File: src/rtl/ika2151_regwr_sched.sv
// Register-write scheduler: buffers CPU writes and commits each one in the
// timing slot that owns its target register. Optional watchdog: IKA2151_REGWR_SCHED_TIMEOUT_EN.
module ika2151_regwr_sched #(
  parameter int unsigned FIFO_DEPTH = 4,
  parameter int unsigned PTR_W      = 2
) (
  input  logic       i_EMUCLK,
  input  logic       i_MRST_n,
  input  logic       i_phi1_NCEN_n,
  input  logic       i_CYCLE_01,
  input  logic       i_WR_REQ,
  input  logic [7:0] i_WR_ADDR,
  input  logic [7:0] i_WR_DATA,
  output logic       o_BUSY,
  output logic       o_FULL,
  output logic       o_OVF,
  output logic       o_REG_WR,
  output logic [7:0] o_REG_ADDR,
  output logic [7:0] o_REG_DATA,
  output logic       o_TIMEOUT
);

  localparam int unsigned CNT_W  = PTR_W + 1;
  localparam int unsigned SLOT_W = 5;

  localparam logic [1:0] ST_IDLE   = 2'd0;
  localparam logic [1:0] ST_WAIT   = 2'd1;
  localparam logic [1:0] ST_COMMIT = 2'd2;

  typedef struct packed {
    logic [7:0] addr;
    logic [7:0] data;
  } wr_t;

  wr_t               fifo_mem [FIFO_DEPTH];
  logic [PTR_W-1:0]  wr_ptr;
  logic [PTR_W-1:0]  rd_ptr;
  logic [CNT_W-1:0]  count;
  logic [CNT_W-1:0]  count_nxt;
  logic [SLOT_W-1:0] slot_cnt;
  logic [SLOT_W-1:0] slot_cnt_nxt;
  logic              slot_valid;
  logic              slot_valid_nxt;
  logic [1:0]        state;
  logic [1:0]        state_nxt;

  logic              en;
  wr_t               head;
  logic              fifo_empty;
  logic              fifo_full;
  logic              head_global;
  logic              head_chan;
  logic              slot_hit;
  logic              push;
  logic              pop;
  logic              busy_nxt;
  logic              full_nxt;
  logic              ovf_nxt;
  logic              reg_wr_nxt;
  logic [7:0]        reg_addr_nxt;
  logic [7:0]        reg_data_nxt;

`ifdef IKA2151_REGWR_SCHED_TIMEOUT_EN
  localparam int unsigned WDOG_W = 7;
  logic [WDOG_W-1:0] wdog;
  logic [WDOG_W-1:0] wdog_nxt;
  logic              timeout_nxt;
`endif

  assign en = ~i_phi1_NCEN_n;

  // Head decode: global registers commit at once, others wait for their slot.
  assign head        = fifo_mem[rd_ptr];
  assign head_global = (head.addr[7:5] == 3'b000);
  assign head_chan   = (head.addr[7:5] == 3'b001);
  assign slot_hit    = slot_valid &&
                       (head_chan ? (slot_cnt[2:0] == head.addr[2:0])
                                  : (slot_cnt == head.addr[4:0]));

  assign fifo_empty = (count == '0);
  assign fifo_full  = (count == CNT_W'(FIFO_DEPTH));

  // A full FIFO still accepts a write when the head leaves on the same edge.
  assign push      = i_WR_REQ && (!fifo_full || pop);
  assign count_nxt = count + CNT_W'(push) - CNT_W'(pop);
  assign full_nxt  = (count_nxt == CNT_W'(FIFO_DEPTH));
  assign ovf_nxt   = o_OVF | (i_WR_REQ & ~push);
  assign busy_nxt  = !fifo_empty || (state != ST_IDLE);

  assign slot_cnt_nxt   = i_CYCLE_01 ? SLOT_W'(1) : slot_cnt + SLOT_W'(1);
  assign slot_valid_nxt = slot_valid | i_CYCLE_01;

  // Next-state and commit decision.
  always_comb begin
    state_nxt    = state;
    pop          = 1'b0;
    reg_wr_nxt   = 1'b0;
    reg_addr_nxt = o_REG_ADDR;
    reg_data_nxt = o_REG_DATA;
`ifdef IKA2151_REGWR_SCHED_TIMEOUT_EN
    wdog_nxt     = '0;
    timeout_nxt  = o_TIMEOUT;
`endif
    case (state)
      ST_IDLE: begin
        if (!fifo_empty) state_nxt = ST_WAIT;
      end
      ST_WAIT: begin
        if (!fifo_empty && (head_global || slot_hit)) begin
          reg_wr_nxt   = 1'b1;
          reg_addr_nxt = head.addr;
          reg_data_nxt = head.data;
          pop          = 1'b1;
          state_nxt    = ST_COMMIT;
        end
`ifdef IKA2151_REGWR_SCHED_TIMEOUT_EN
        else begin
          // The 64th edge spent waiting drops the head silently.
          wdog_nxt = wdog + WDOG_W'(1);
          if (wdog_nxt == WDOG_W'(64)) begin
            pop         = !fifo_empty;
            timeout_nxt = 1'b1;
            wdog_nxt    = '0;
            state_nxt   = ST_COMMIT;
          end
        end
`endif
      end
      ST_COMMIT: begin
        state_nxt = fifo_empty ? ST_IDLE : ST_WAIT;
      end
      default: begin
        state_nxt = ST_IDLE;
      end
    endcase
  end

  // Control state and registered outputs; frozen while the phi1 enable is inactive.
  always_ff @(posedge i_EMUCLK or negedge i_MRST_n) begin
    if (!i_MRST_n) begin
      state      <= ST_IDLE;
      wr_ptr     <= '0;
      rd_ptr     <= '0;
      count      <= '0;
      slot_cnt   <= '0;
      slot_valid <= 1'b0;
      o_BUSY     <= 1'b0;
      o_FULL     <= 1'b0;
      o_OVF      <= 1'b0;
      o_REG_WR   <= 1'b0;
      o_REG_ADDR <= '0;
      o_REG_DATA <= '0;
`ifdef IKA2151_REGWR_SCHED_TIMEOUT_EN
      wdog       <= '0;
      o_TIMEOUT  <= 1'b0;
`endif
    end else if (en) begin
      state      <= state_nxt;
      count      <= count_nxt;
      slot_cnt   <= slot_cnt_nxt;
      slot_valid <= slot_valid_nxt;
      if (push) wr_ptr <= wr_ptr + PTR_W'(1);
      if (pop)  rd_ptr <= rd_ptr + PTR_W'(1);
      o_BUSY     <= busy_nxt;
      o_FULL     <= full_nxt;
      o_OVF      <= ovf_nxt;
      o_REG_WR   <= reg_wr_nxt;
      o_REG_ADDR <= reg_addr_nxt;
      o_REG_DATA <= reg_data_nxt;
`ifdef IKA2151_REGWR_SCHED_TIMEOUT_EN
      wdog       <= wdog_nxt;
      o_TIMEOUT  <= timeout_nxt;
`endif
    end
  end

  // Payload storage; occupancy is tracked by the pointers, so no reset needed.
  always_ff @(posedge i_EMUCLK) begin
    if (en && push) fifo_mem[wr_ptr] <= {i_WR_ADDR, i_WR_DATA};
  end

`ifndef IKA2151_REGWR_SCHED_TIMEOUT_EN
  assign o_TIMEOUT = 1'b0;
`endif

endmodule

File: config.mk
export PLATFORM = sky130hd
export DESIGN_NAME = ika2151_regwr_sched
export DESIGN_NICKNAME = d
export VERILOG_FILES = /design/src/rtl/ika2151_regwr_sched.sv
export SDC_FILE = /design/constraint.sdc
export NUM_CORES = 1
export LEC_CHECK = 0
export CORE_ASPECT_RATIO = 1.2
export CORE_MARGIN = 4
export CORE_UTILIZATION = 45
export DETAILED_ROUTE_END_ITERATION = 10
export GPL_ROUTABILITY_DRIVEN = 0
export PLACE_DENSITY = 0.78
export SYNTH_ARGS = -nofsm -noshare
export SYNTH_HDL_FRONTEND = slang
export SYNTH_SLANG_ARGS = --single-unit
File: constraint.sdc
create_clock -name i_EMUCLK -period 3.6 [get_ports i_EMUCLK]
set_clock_uncertainty 0.15 [all_clocks]
set_input_delay 0.72 -clock i_EMUCLK [delete_from_list [all_inputs] [get_ports i_EMUCLK]]
set_output_delay 0.72 -clock i_EMUCLK [all_outputs]
set_load 0.02 [all_outputs]
# Word level (Yosys, flattened, before mapping)
# Memory sizes are Yosys's and may differ from the RTL's.
# Index checks and enable logic that the tools add are counted.
# word_totals
n_memories	1
romBits	0
latchBits	0
mem_bits_rw	64
register_bits	35
# mem_list
name	words	word_bits	rd	rd_clocked_by_memory_dff	wr	line_no	text
fifo_mem	4	16	1	0	1	35	wr_t fifo_mem [FIFO_DEPTH];
# op_classes
n_reduce_logical	17
magnitude_cmp	0
muxes	10
shift	0
eq_ne	9
add_sub_neg	5
div	0
n_bitwise	5
mul	0
# op_table
operator	count
$eq 3x3->1 const B	2
$logic_not 3->1	2
$mux 1	6
$pmux 2 s3	1
$reduce_and 3->1	2
$add 5x1->5 const B	1
$eq 5x5->1	1
$mux 5	1
$add 2x1->2 const B	2
$logic_and 1x1->1	4
$mux 2	2
$ne 2x2->1 const B	2
$reduce_and 2->1	2
$add 3x1->3	1
$eq 3x1->1 const B	1
$eq 3x3->1	1
$logic_or 1x1->1	3
$sub 3x1->3	1
$eq 2x1->1 const B	1
$eq 2x2->1 const B	1
$logic_not 1->1	2
$logic_not 2->1	1
$not 1->1	2
$or 1x1->1	2
2 further kinds	2

# Depth between registers and ports, before layout
# An unclocked memory read counts as a cell.
# depth
ltp_word	13
mapped_depth	14

# Worst setup path after synthesis
# Ideal clock, no wire load.
# synth_timing
path_kind	reg-to-reg
startpoint	register rd_ptr[0]
endpoint	register o_FULL
arrival_ns	3.410
required_time_ns	3.340
path_slack_ns	-0.070
stages_incl_launch_ff	14
period_less_slack_ns	3.670
path_cell_list	dfrtp_1 > buf_4 > mux4_2 > xnor2_1 > a41oi_1 > nor4_1 > o21ai_0 > ha_1 > inv_1 > ha_1 > fa_1 > xnor2_1 > xnor2_1 > o41ai_1
# synth_between
elab_chain_len	13
elab_cells_between_ends	16
cone_classes	add/sub (2); eq/ne (4); mux (3); reduce/logical (6); memory (1)
# synth_lines
element	line_no	text
from (decl)	37	logic [PTR_W-1:0] rd_ptr;
from (signal assigned)	163	if (pop) rd_ptr <= rd_ptr + PTR_W'(1);
$mem_v2 4x16 *	--	
$eq 5x5->1 (tied with other cells)	78	: (slot_cnt == head.addr[4:0]));
$mux 1	77	(head_chan ? (slot_cnt[2:0] == head.addr[2:0])
$logic_and 1x1->1	76	assign slot_hit = slot_valid &&
$logic_or 1x1->1 *	109	if (!fifo_empty && (head_global || slot_hit)) begin
$logic_and 1x1->1 *	109	
$mux 1 *	109	
$mux 1 *	104	case (state)
net pop	55	logic pop;
$logic_or 1x1->1	84	assign push = i_WR_REQ && (!fifo_full || pop);
$logic_and 1x1->1	84	
$add 3x1->3	85	assign count_nxt = count + CNT_W'(push) - CNT_W'(pop);
$sub 3x1->3 *	85	
$eq 3x3->1 *	86	assign full_nxt = (count_nxt == CNT_W'(FIFO_DEPTH));
to (signal assigned)	165	o_FULL <= full_nxt;
to (decl)	15	output logic o_FULL,
# The timed path passes the listed nets; every way through them passes the cells marked *.
# A chain may end at the register's enable or synchronous reset.

# Final worst setup path
# layout_timing
startpoint	register rd_ptr[0]
endpoint	register o_FULL
# layout_between
elab_chain_len	13
elab_cells_between_ends	16
cone_classes	add/sub (2); eq/ne (4); mux (3); reduce/logical (6); memory (1)
# layout_lines
element	line_no	text
$mem_v2 4x16 *	--	
$eq 5x5->1 (tied with other cells)	78	
$mux 1	77	
$logic_and 1x1->1	76	
$logic_or 1x1->1 *	109	
$logic_and 1x1->1 *	109	
$mux 1 *	109	
$mux 1 *	104	
net pop	55	
$logic_or 1x1->1	84	
$logic_and 1x1->1	84	
$add 3x1->3	85	
$sub 3x1->3 *	85	
net count_nxt[1]	39	logic [CNT_W-1:0] count_nxt;
$eq 3x3->1 *	86	
# Marked as above.

==> impl_metrics.csv <==
group,metric,value,unit
run_status,status,"finished clean",
clock_tree,cts.htree.levels,3,
global_route,antenna_found_initial,0,
clock_tree,clock_sinks,99,
global_route,grt_pass1_vias,2289,
sta,hold_violations,0,
synthesis,synth_top_cell_area_share,48.4,%
final_layout,drive_above_1_share,25.9,%
sta,min_period_over_period,95.6,%
critical_path,endpoint,"o_FULL",
synthesis,syn_nets,253,
global_route,overflow,0,
synthesis,synth_top_cell_by_area,"edfxtp_1",
critical_path,cp_max_fo,6,
clock_tree,cts_buffer_depth,2,
clock_tree,cts_made_buffers,9,
floorplanning,core,8610,um2
sta,max_freq,291,MHz
sta,worst_slew_pin_slew,0.809,ns
synthesis,synthCells,224,
sta,slew_viol_final,0,
final_layout,fin_cells,411,
critical_path,crit_path_end_kind,"register",
detailed_routing,drc,0,
synthesis,syn_area,3970,um2
critical_path,arrival,3.55,ns
synthesis,ys_seq_elements,99,
run,cap_viol_max_count,0,
global_route,gr-usage-all-layers,14.3,%
synthesis,ys_top_cells_by_area,"edfxtp_1 48%, dfrtp_1 22%, mux4_2 9.1%",
floorplanning,rows,37,
floorplanning,start_util,46.1,%
clock_tree,clk_latency,0.36,ns
critical_path,cp-start-kind,"register",
floorplanning,die_x,93.8,um
detailed_routing,postRouteAntennaNets,0,
clock_tree,cts_tree,"yes",
critical_path,cp.required,3.70,ns
global_route,grt_pass1_wl,11300,um
clock_tree,clock-root-buffer,"clkbuf_8",
sta,rsz0062_at_grt,"yes",
pwr,power_density,760,nW/um2
final_layout,diodes,0,
synthesis,yosysWarnings,0,
detailed_routing,dr.pass1.iters,4,
critical_path,worstSetupPathType,"reg -> reg",
critical_path,critPathLaunch,"rd_ptr[0]",
critical_path,r2r-end,"o_FULL",
detailed_routing,drt_iter0_drc,110,
clock_tree,clk_pin_slew,0.09,ns
sta,setup_viol,0,
critical_path,rr_startpoint,"rd_ptr[0]",
final_layout,mostFrequentLayoutCells,"64 x edfxtp_1, 39 x clkdlybuf4s50_1, 35 x dfrtp_1, 21 x buf_4, 16 x mux4_2",
final_layout,final_common_cell,"edfxtp_1",
critical_path,rrSetupSlack,0.16,ns
final_layout,nNetsFinal,318,
placement,dpl.hpwl,4750,um
pwr,finalPower,3.69,mW
worst_hold_path,hold_class,"in -> async",
synthesis,synth.distinct_cells,35,
sta,slew_headroom,46.1,%
placement,portBuffers,40,
placement,placed_cells,394,
synthesis,syn_avg_cell_area,17.7,um2
floorplanning,dieArea,10400,um2
synthesis,ys_seq_area_share,70.4,%
synthesis,async_flop_share,35.4,%
global_route,grt_max_degree,36,
final_layout,area_growth,22.3,%
pwr,ir_worst_vdd,0.321,mV
detailed_routing,wl,6600,um
floorplanning,die-height,111,um
detailed_routing,wire_per_inst,16.0,um
critical_path,r2r_cells,12,
final_layout,num-fill-cells,686,
sta,timing.final.crit_period,3.44,ns
detailed_routing,vias,2074,
synthesis,synth_edf_count,64,
pwr,leakage,1.81,nW
synthesis,synth_top_flop_cell,"edfxtp_1",
floorplanning,io_pins,42,
detailed_routing,viasPerCell,5.05,
==> Yosys cell counts (4+ instances only) <==
cell type  count
a21oi_1        5
and2_1         4
dfrtp_1       35
edfxtp_1      64
ha_1           7
inv_1         11
mux2_1         7
mux2_2        12
mux4_2        16
nand2_1        7
nor2_1         5
nor3_1         7
o21ai_0        4
xnor2_1        9
==> metrics by stage <==
step | hold WS, ns | util, % | setup slack (ns) | area, um2 | setup TNS (ns)
5_1_grt | 0.354 | 56.4 | -0.0844 | 4860 | -0.0844
2_1_floorplan | 0.274 | - | 0.0454 | 3980 | 0
4_1_cts | 0.310 | 55.6 | 0.0215 | 4790 | 0
3_5_place_dp | 0.294 | 53.8 | 0.0544 | 4630 | 0
6_report | 0.304 | 56.4 | 0.158 | 4860 | 0
3_3_place_gp | 0.296 | 53.8 | 0.143 | 4630 | 0
==> critical path, cell delays in order, from the launching register on <==
cell and delay (ns):
dfrtp_1 0.37, buf_6 0.14, mux4_2 0.55, xnor2_2 0.19, a41oi_2 0.17, nor4_2 0.33, buf_4 0.15, buf_4 0.10
ha_1 0.21, inv_1 0.07, ha_2 0.17, fa_2 0.44, o41ai_2 0.30
==> timing repair <==
| item | CTS | global route |
|---|---|---|
| endpoints found under the hold margin | 0 | 0 |
| hold buffers | 0 | 0 |
| resized for setup | 0 | 11 |
| setup endpoints to repair | 0 | 2 |
| setup buffers | 0 | 1 |
==> worst min-delay path by stage <==
stage	start	to	slack (ns)	cells after the start
3_3_place_gp	slot_valid	slot_valid	0.30	1
5_1_grt	i_MRST_n	o_REG_DATA[6]	0.35	1
3_5_place_dp	slot_valid	slot_valid	0.29	1
6_report	i_MRST_n	rd_ptr[1]	0.30	1
2_1_floorplan	i_MRST_n	count[0]	0.27	0
4_1_cts	i_MRST_n	o_REG_ADDR[5]	0.31	1
==> final cells by class <==
| cell class | instances | area, um2 | share of cell area (%) |
|---|---|---|---|
| Sequential cell | 99 | 2800 | 57.6 |
| Timing Repair Buffer | 62 | 564 | 11.6 |
| Inverter | 11 | 41.3 | 0.850 |
| Clock inverter | 5 | 30.0 | 0.618 |
| Multi-Input combinational cell | 106 | 1150 | 23.6 |
| Tap cell | 117 | 146 | 3.01 |
| Clock buffer | 11 | 131 | 2.70 |
==> kinds of logic (layout without fill, tap and decap cells) <==
kind of cell	Yosys count	after routing	share of synthesized area [%]
fa+ha+maj	8	8	2.71
simple gates	31	31	4.16
buf+inv	19	89	2.24
compound gates	20	20	3.47
other cells	1	1	0.0944
xor+xnor	11	11	2.43
mux	35	35	14.5
flops	99	99	70.4
==> power by group <==
group          switching [mW]  internal, mW  total (mW)
combinational           0.680         0.780        1.46
sequential              0.162          1.48        1.64
clock                   0.343         0.248       0.591
total                    1.19          2.50        3.69
==> metal layers <==
layer / vias to the layer above / part of all wire (%) / global-route usage (%) / routed length [um]
li1: 980 / - / - / -
met1: 1052 / 41 / 17.0 / 2730
met2: 35 / 53 / 24.5 / 3500
met3: 7 / 4.0 / 3.53 / 261
met4: 0 / 1.6 / 5.78 / 104
met5: - / 0 / 0 / 0
==> sequential cells by signal (all words and copies together) (netlist names) <==
register and cells:
slot_cnt 5, o_REG_ADDR 8, o_BUSY 1, o_FULL 1
wr_ptr 2, count 3, o_REG_WR 1, state 2
o_REG_DATA 8, slot_valid 1, o_OVF 1, fifo_mem 64
rd_ptr 2
(Power assumes the default switching activity.)
==> RTL edit: new RTL, same flow settings <==
Change the parameter `PTR_W` from 2 to 3.
--- a/src/rtl/ika2151_regwr_sched.sv
+++ b/src/rtl/ika2151_regwr_sched.sv
@@ -2,7 +2,7 @@
 // timing slot that owns its target register. Optional watchdog: IKA2151_REGWR_SCHED_TIMEOUT_EN.
 module ika2151_regwr_sched #(
   parameter int unsigned FIFO_DEPTH = 4,
-  parameter int unsigned PTR_W      = 2
+  parameter int unsigned PTR_W      = 3
 ) (
   input  logic       i_EMUCLK,
   input  logic       i_MRST_n,
Function: no difference found for any inputs over 4 cycles, from zero or initial values and one cycle with i_MRST_n low; that may be too few to reach the edited logic, so the function may still have changed.
==> RTL edit against the original RTL <==
Final area grew 1.2%. Hold slack got worse by 0.0040 ns. Routed wire length increased by 3.9%. Synthesized area grew 2.6%. Total power is 2.2% higher. Sequential cell count up 1. Setup slack better by 0.13 ns. Sequential share of layout area fell by 0.17 points. Clock power grew 28%. Critical path type unchanged. Critical endpoint unchanged.
==> RTL edit: results (changes against the original RTL) <==
stage;metric;value;unit;change
worst_setup_path;arrival;3.42;ns;-0.13 ns
pwr;ir_worst_vdd;0.0002369;V;-26%
final_layout;seq_share;57.43;%;-0.17 points
final_layout;multi_input_area_share;23.79;%;+0.20 points
final_layout;multi_input_area;1170;sq um;+2.1%
final_layout;seq_cells;100;;+1.0%
final_layout;drive_above_1_share;17.69;%;-8.2 points
final_layout;clkCellAreaFrac;4.377;%;+1.1 points
final_layout;num-fill-cells;691;;+0.73%
routing;met1_length;2824;um;+3.4%
final_layout;n_all_buffers;55;;-11%
yosys;syn-num-nets;264;;+4.3%
yosys;synth.top_cells.by_count;edfxtp_1, dfrtp_1, mux2_1;;
routing;drt_wl_total;6849;um;+3.9%
global_route;use_met2;24.37;%;-0.17 points
outcome;status;finished clean;;
yosys;synthArstFlopShare;36.00;%;+0.65 points
routing;dr_total_vias;2120;;+2.2%
routing;drtIter0Drc;82;;-25%
routing;dr_wl_met3;273;um;+4.6%
yosys;syn_area_per_cell;17.56;sq um;-0.95%
pwr;power_leakage;1.836;nW;+1.4%
placed_design;place_area;4687;sq um;+1.2%
routing;wl_met2;3665;um;+4.8%
placed_design;dp_hpwl;4866;um;+2.5%
global_route;use_met3;3.552;%;+0.022 points
yosys;ys_seq_area_share;69.29;%;-1.2 points
global_route;grt_pass1_wl;11330;um;+0.36%
final_layout;finish.net_count;321;;+0.94%
sta;relSlewSlack;45.02;%;-1.1 points
global_route;met1_usage;16.92;%;-0.080 points
placed_design;dp_slack;0.1259;ns;+0.07152 ns
final_layout;areaGrowthSynthToFinish;20.70;%;
[RTL edit: changes by cell type after synthesis, sizes merged, moves of 2 or more]
cell	unedited run	this run
and2	4	0
nor2b	0	4
a21oi	5	8
ha	7	10
a21o	3	5
buf	5	7
nand2	7	9
nor2	5	3
o21ai	4	6
o31ai	2	0
[RTL edit: worst paths after layout]
kind | start | to | slack [ns] | cells after the start
max in group asynchronous | i_MRST_n | rd_ptr[0] | 2.41 | 1
worst min register to register | o_REG_WR | o_REG_WR | 0.33 | 1
min in group i_EMUCLK | o_REG_WR | o_REG_WR | 0.33 | 1
worst min-delay path | i_MRST_n | o_REG_DATA[2] | 0.30 | 1
worst max-delay path | rd_ptr[0] | o_FULL | 0.28 | 11
worst max register to register | rd_ptr[0] | o_FULL | 0.28 | 11
[RTL edit: logic make-up after synthesis]
group                    share of synthesized area (%)
other                                          0.09205
adder cells (fa/ha/maj)                          3.563
flip-flops                                       69.29
AO/OA/AOI/OAI                                    3.993
buffers and inverters                            2.365
AND/OR/NAND/NOR                                  3.931
multiplexers                                     14.62
XOR/XNOR                                         2.150
[RTL edit: power breakdown]
| group | total (mW) | switching, mW | internal, mW |
|---|---|---|---|
| Combinational | 1.38 | 0.674 | 0.706 |
| Sequential | 1.63 | 0.156 | 1.48 |
| Clock | 0.757 | 0.362 | 0.394 |
| Total | 3.77 | 1.19 | 2.58 |
[RTL edit: critical path: stages, from the launching register on]
cell and delay [ns]:
dfrtp_2 0.43, buf_4 0.20, mux4_1 0.60, xnor2_1 0.15, a21oi_1 0.32, nor3_4 0.09, nand2_1 0.14, o21ai_0 0.10
ha_1 0.22, fa_1 0.51, nor3_1 0.06, a32o_1 0.26
